**src/rtl/nor_reduce_filt.sv**
```systemverilog
// nor_reduce_filt: masked N-input NOR with optional synchroniser, hold-count qualification,
// sticky latch, rise pulse and violation capture with first-offender index.
module nor_reduce_filt #(
  parameter int N      = 6,
  parameter int HOLD_W = 4,
  parameter int SYNC   = 0,
  parameter int IDX_W  = $clog2(N)
) (
  input  logic              clk,
  input  logic              rst,
  input  logic              en,
  input  logic              clr,
  input  logic [N-1:0]      din,
  input  logic [N-1:0]      mask,
  input  logic [HOLD_W-1:0] hold,
  input  logic              sticky,
  output logic              dout,
  output logic              rise,
  output logic              viol,
  output logic [IDX_W-1:0]  fail_idx
);
  logic [N-1:0] din_s, act;
  logic [HOLD_W-1:0] cnt, cnt_n, h;
  logic [HOLD_W:0] inc;
  logic [IDX_W-1:0] idx_n;
  logic q, dout_n;
  generate
    if (SYNC == 2) begin : g_sync
      logic [N-1:0] s1, s2;
      always_ff @(posedge clk or posedge rst)
        if (rst) begin
          s1 <= '0;
          s2 <= '0;
        end else begin
          s1 <= din;
          s2 <= s1;
        end
      assign din_s = s2;
    end else begin : g_nosync
      assign din_s = din;
    end
  endgenerate
  assign act = din_s & ~mask;
  assign q = ~|act;
  // hold=0 qualifies like hold=1
  assign h = (hold == '0) ? HOLD_W'(1) : hold;
  assign inc = {1'b0, cnt} + 1'b1;
  assign cnt_n = !q ? '0 : (inc >= {1'b0, h}) ? h : inc[HOLD_W-1:0];
  assign dout_n = clr ? 1'b0 : !en ? dout : q ? ((cnt_n == h) | dout) : (sticky & dout);
  always_comb begin
    idx_n = '0;
    for (int i = N - 1; i >= 0; i--)
      if (act[i]) idx_n = IDX_W'(i);
  end
  always_ff @(posedge clk or posedge rst)
    if (rst) begin
      cnt      <= '0;
      dout     <= 1'b0;
      rise     <= 1'b0;
      viol     <= 1'b0;
      fail_idx <= '0;
    end else begin
      rise <= dout_n & ~dout;
      dout <= dout_n;
      if (clr) begin
        cnt  <= '0;
        viol <= 1'b0;
      end else if (en) begin
        cnt <= cnt_n;
        if (dout & ~q) begin
          viol     <= 1'b1;
          fail_idx <= idx_n;
        end
      end
    end
endmodule

```
**config.mk**
```make
export PLATFORM = sky130hd
export DESIGN_NAME = nor_reduce_filt
export DESIGN_NICKNAME = d
export VERILOG_FILES = /design/src/rtl/nor_reduce_filt.sv
export SDC_FILE = /design/constraint.sdc
export NUM_CORES = 1
export LEC_CHECK = 0
export ABC_CLOCK_PERIOD_IN_PS = 2000
export CAP_MARGIN = 15
export CORE_MARGIN = 10
export CORE_UTILIZATION = 54
export CTS_CLUSTER_DIAMETER = 80
export DETAILED_ROUTE_END_ITERATION = 6
export DONT_BUFFER_PORTS = 1
export PLACE_DENSITY = 0.81
export SYNTH_ARGS = -nofsm -noshare
export SYNTH_HDL_FRONTEND = slang
export SYNTH_SLANG_ARGS = --single-unit
```
**constraint.sdc**
```tcl
create_clock -name clk -period 2 [get_ports clk]
set_input_delay 0.4 -clock clk [delete_from_list [all_inputs] [get_ports clk]]
set_output_delay 0.4 -clock clk [all_outputs]
set_load 0.05 [all_outputs]
```
# Word level (Yosys, flattened, before mapping)
# Index checks and enable logic that the tools add are counted.
# word_totals
memories	0
regBits	10
input_bits	21
romBits	0
latch_bits	0
ramBits	0
# op_classes
n_shift	0
muxes	17
add_sub_neg	1
n_bitwise	8
n_reduce_logical	6
div_mod_pow	0
n_eq_ne	1
multipliers	0
order_cmp	1
# ops
operator	count
$mux W4	5
$mux W3	6
$and A6 B6 Y6	1
$mux W1	6
$not A6 Y6	1
$reduce_or A6 Y1	1
$add A4 B1 Y5 const B	1
$ge A5 B4 Y1	1
$eq A4 B4 Y1	1
$logic_not A4 Y1	1
$reduce_bool A2 Y1	2
$and A1 B1 Y1	3
$reduce_and A3 Y1	1
$not A1 Y1	2
$reduce_and A2 Y1	1
$or A1 B1 Y1	1

# Logic depth before layout (Yosys ltp)
# logic_depth
ltp_word	11
mapped_depth	9
mapped_depth_nobuf	8

# Worst setup path before layout
# OpenSTA, ideal clock, no wires.
# synth_timing
path_type	input -> register
from	input hold[1]
to	register cnt[0]
cell_stages	8
required_ps	1918
slack_ps	-169
arrival_time_ps	2087
setup_ps	82
n_path_buf	0
path_cell_list	nor3_1 > or2_2 > ha_1 > nand2b_1 > a211oi_1 > o21ai_2 > or4_1 > a31oi_1
# synth_via
elab_chain_len	7
# synth_lines
element	line	text
start, declared	15	input logic [HOLD_W-1:0] hold,
$logic_not A4 Y1	46	assign h = (hold == '0) ? HOLD_W'(1) : hold;
$mux W4 *	46	
$ge A5 B4 Y1	48	assign cnt_n = !q ? '0 : (inc >= {1'b0, h}) ? h : inc[HOLD_W-1:0];
$mux W4 * (2 in series)	48	
$mux W4 *	68	end else if (en) begin
$mux W4 *	65	if (clr) begin
end signal, assigned	69	cnt <= cnt_n;
end, declared	23	logic [HOLD_W-1:0] cnt, cnt_n, h;
# Every way passes the cells marked *; elsewhere a longest branch is shown, timed or not. The select of a mux whose other input is x is not followed.
# A chain may end at the register's enable or synchronous reset.

# Worst setup path after layout
# layout_timing
from	register cnt[0]
to	register cnt[0]
# layout_via
elab_chain_len	6
# layout_lines
element	line	text
$add A4 B1 Y5 *	47	assign inc = {1'b0, cnt} + 1'b1;
$ge A5 B4 Y1	48	
$mux W4 * (2 in series)	48	
$mux W4 *	68	
$mux W4 *	65	
# Marks and branches as above.

==> run_results.csv <==
group,metric,value,unit
status,status,"complete, no violations",
floorplan,dieWidth,58.24,um
yosys,ys_seq_area_frac,0.3170,
cts,clk-insertion-delay-late,270,ps
cts,tritoncts,"built",
setup_path,r2r_end,"cnt[0]$_DFFE_PP0P_",
pwr,p_int,0.0003739,W
global_route,gr-total-overflow,0,
yosys,synth_area_leader_cell,"dfrtp_1",
sta,whs,180.8,ps
route,wl_per_cell,18.91,um
cts,cts.sinks,10,
setup_path,rrSetupSlack,50,ps
pwr,p_leak,0.4414,nW
setup_path,reg2reg_depth,6,
yosys,synth_nets,114,
sta,slew_viol_final,0,
floorplan,core.rowCount,13,
setup_path,end_kind,"flop",
sta,min_period,1949,ps
pwr,clockPowerShare,0.345,
route,drc_errors,0,
sta,setup_tns,0,ps
hold_path,hold_end,"cnt[0]$_DFFE_PP0P_",
layout,fin_nets,128,
placed_design,portBuffers,0,
layout,finalNonFillerCells,116,
placed_design,gp_congestion,0.8806,
placed_design,dp_cells,109,
route,num_vias,742,
cts,numCtsBuffers,3,
yosys,synth_area,789.5,um2
layout,final_core_util,0.7889,
floorplan,dieArea,3391,um2
yosys,ys_async_sr_fraction,1.000,
yosys,synth_cells,88,
layout,drive_above_1_share,0.3861,
pwr,p_per_area,499.0,nW/um2
sta,worst_slew_pin_slew,499.5,ps
global_route,antenna_found_initial,0,
floorplan,start_util,0.5919,
pwr,sequentialPowerShare,0.449,
placed_design,dpl.hpwl,1.662,mm
setup_path,start_kind,"flop",
pwr,switching_share,0.2880,
hold_path,holdCritPathClass,"in -> reg",
setup_path,reg2reg_from,"cnt[0]$_DFFE_PP0P_",
yosys,synth_edf_count,0,
pwr,power_frac_comb,0.206,
setup_path,worstPathRequired,2190,ps
floorplan,fp.dieH,58.24,um
sta,rsz0062_at_grt,"yes",
layout,area_growth,33.28,%
global_route,grt_max_degree,11,
yosys,yosysMostFrequentCell,"dfrtp_1",
floorplan,io-pin-count,27,
hold_path,worstHoldStart,"clr",
yosys,synth_top_area_share,0.3170,
layout,num_antenna_cells,0,
cts,clk_pin_slew,60,ps
sta,slew_headroom,0.6670,
pwr,p_sw,0.0001512,W
job,maxCapViolations,0,
sta,fin_skew,3.616,ps
cts,h-tree-depth,1,
cts,root_buffer,"clkbuf_4",
setup_path,critPathKind,"reg -> reg",
route,final_antenna_net_count,0,
sta,setup_violations,0,
yosys,syn_area_per_cell,8.972,um2
layout,fillCellCount,89,
hold_path,worstHoldPathCells,1,
pwr,p_total,0.0005251,W
setup_path,critPathMaxFanout,3,
route,via_per_inst,6.397,
route,drt_wl_total,2.194,mm
yosys,synth_cell_types,37,
sta,clock.fmax,513.0,MHz
yosys,ys.flop_type,"dfrtp_1",
setup_path,arrival,2140,ps
sta,final_hold_viol_count,0,
floorplan,core,1334,um2
global_route,grt_pass1_wl,3.367,mm
route,dr.pass1.iters,4,
yosys,synth.area.top_cells,"dfrtp_1 (32%), ha_1 (7.9%), nor2b_4 (3.5%)",
yosys,yosysWarningCount,0,
yosys,yosys-top-cells-count,"dfrtp_1 (10), inv_1 (7), nand2_1 (7), nor2_1 (7)",
sta,period_share,0.9747,
pwr,peakVddDrop,0.0004587,V
global_route,grt_pass1_vias,773,
cts,clk_path_buf_depth,2,
route,drt_iter0_drc,43,
yosys,yosys_register_bits,10,
global_route,grt.total_usage,0.1233,
per-layer routing:
metal | vias to the layer above | track usage | wire length [um]
met2 | 42 | 0.2316 | 1161
li1 | 341 | - | -
met3 | 7 | 0.07843 | 260
met5 | - | 0 | 0
met1 | 352 | 0.1041 | 733
met4 | 0 | 0.03356 | 38
repair_timing:
action,CTS,global route
setup buffers,1,1
resized for setup,1,12
pin swaps,4,3
endpoints found under the setup margin,3,6
cloned,0,0
hold buffers,1,0
endpoints found under the hold margin,6,0
per-stage QoR:
stage               setup WS [ps]  area, um2
floorplan                  -11.21      853.3
global placement            9.929      917.1
detailed placement         -75.92      917.1
CTS                         1.833      975.9
global route               -4.540       1052
finish                      50.52       1052
layout by cell type, fill, tap and decap left out, types with 2 or more instances in the layout:
master	instances
nor2_1	7
dfrtp_2	2
or2_2	2
nor4_4	2
mux2i_1	2
xor2_1	2
o21ai_0	3
dfrtp_1	8
nor2b_4	2
ha_4	4
nor2b_1	4
a221o_1	2
nand2_1	7
buf_4	8
a31oi_1	2
clkbuf_4	3
o21ai_2	2
nor3b_1	2
inv_1	7
state kept, by name, indices dropped and copies added, names as in the netlist:
name and cells:
fail_idx 3, dout 1, rise 1, viol 1
cnt 4
area by class of cell:
cell class                 count  area, um2  share of cell area
sequential                    10      252.7              0.2402
inverter                       7      26.28             0.02497
multi-input combinational     70      636.9              0.6052
timing repair buffer          10      81.33             0.07729
tap                           15      18.77             0.01784
clock buffer                   4      36.28             0.03448
worst max-delay path, cell delays in order (launching register included):
cell and delay [ps]:
dfrtp_2 440, ha_4 300, ha_4 210, a211oi_4 250, o21ai_2 110, or4_1 420, a31oi_1 140
cell families (layout without fill, tap and decap cells):
kind of cell	after synthesis	after routing	share of synthesized area
and+or+nand+nor	38	38	0.2980
AOI/OAI and AO/OA	20	20	0.1838
DFF	10	10	0.3170
buffers and inverters	8	21	0.03804
adders and majority gates	5	5	0.07924
xor gates and xnor gates	4	4	0.04438
muxes	3	3	0.03962
worst max-delay path by stage:
stage | slack, ps | start | depth (start not counted) | to
final | 50 | cnt[0]$_DFFE_PP0P_ | 6 | cnt[0]$_DFFE_PP0P_
after global routing | -5 | cnt[0]$_DFFE_PP0P_ | 6 | cnt[0]$_DFFE_PP0P_
after CTS | 2 | cnt[0]$_DFFE_PP0P_ | 7 | cnt[0]$_DFFE_PP0P_
after detailed placement | -80 | hold[1] | 8 | cnt[0]$_DFFE_PP0P_
after global placement | 10 | hold[1] | 8 | cnt[0]$_DFFE_PP0P_
after floorplan | -10 | hold[1] | 8 | cnt[0]$_DFFE_PP0P_
power by group through the flow:
stage          Combinational, W  Clock [W]  Sequential [W]
4_1_cts               0.0000932   0.000187        0.000236
3_5_place_dp          0.0000907          0        0.000240
3_3_place_gp          0.0000871          0        0.000240
5_1_grt                0.000120   0.000196        0.000237
2_1_floorplan         0.0000704          0        0.000239
6_report               0.000108   0.000181        0.000236
No activity file was read; power rests on OpenSTA's default activity.
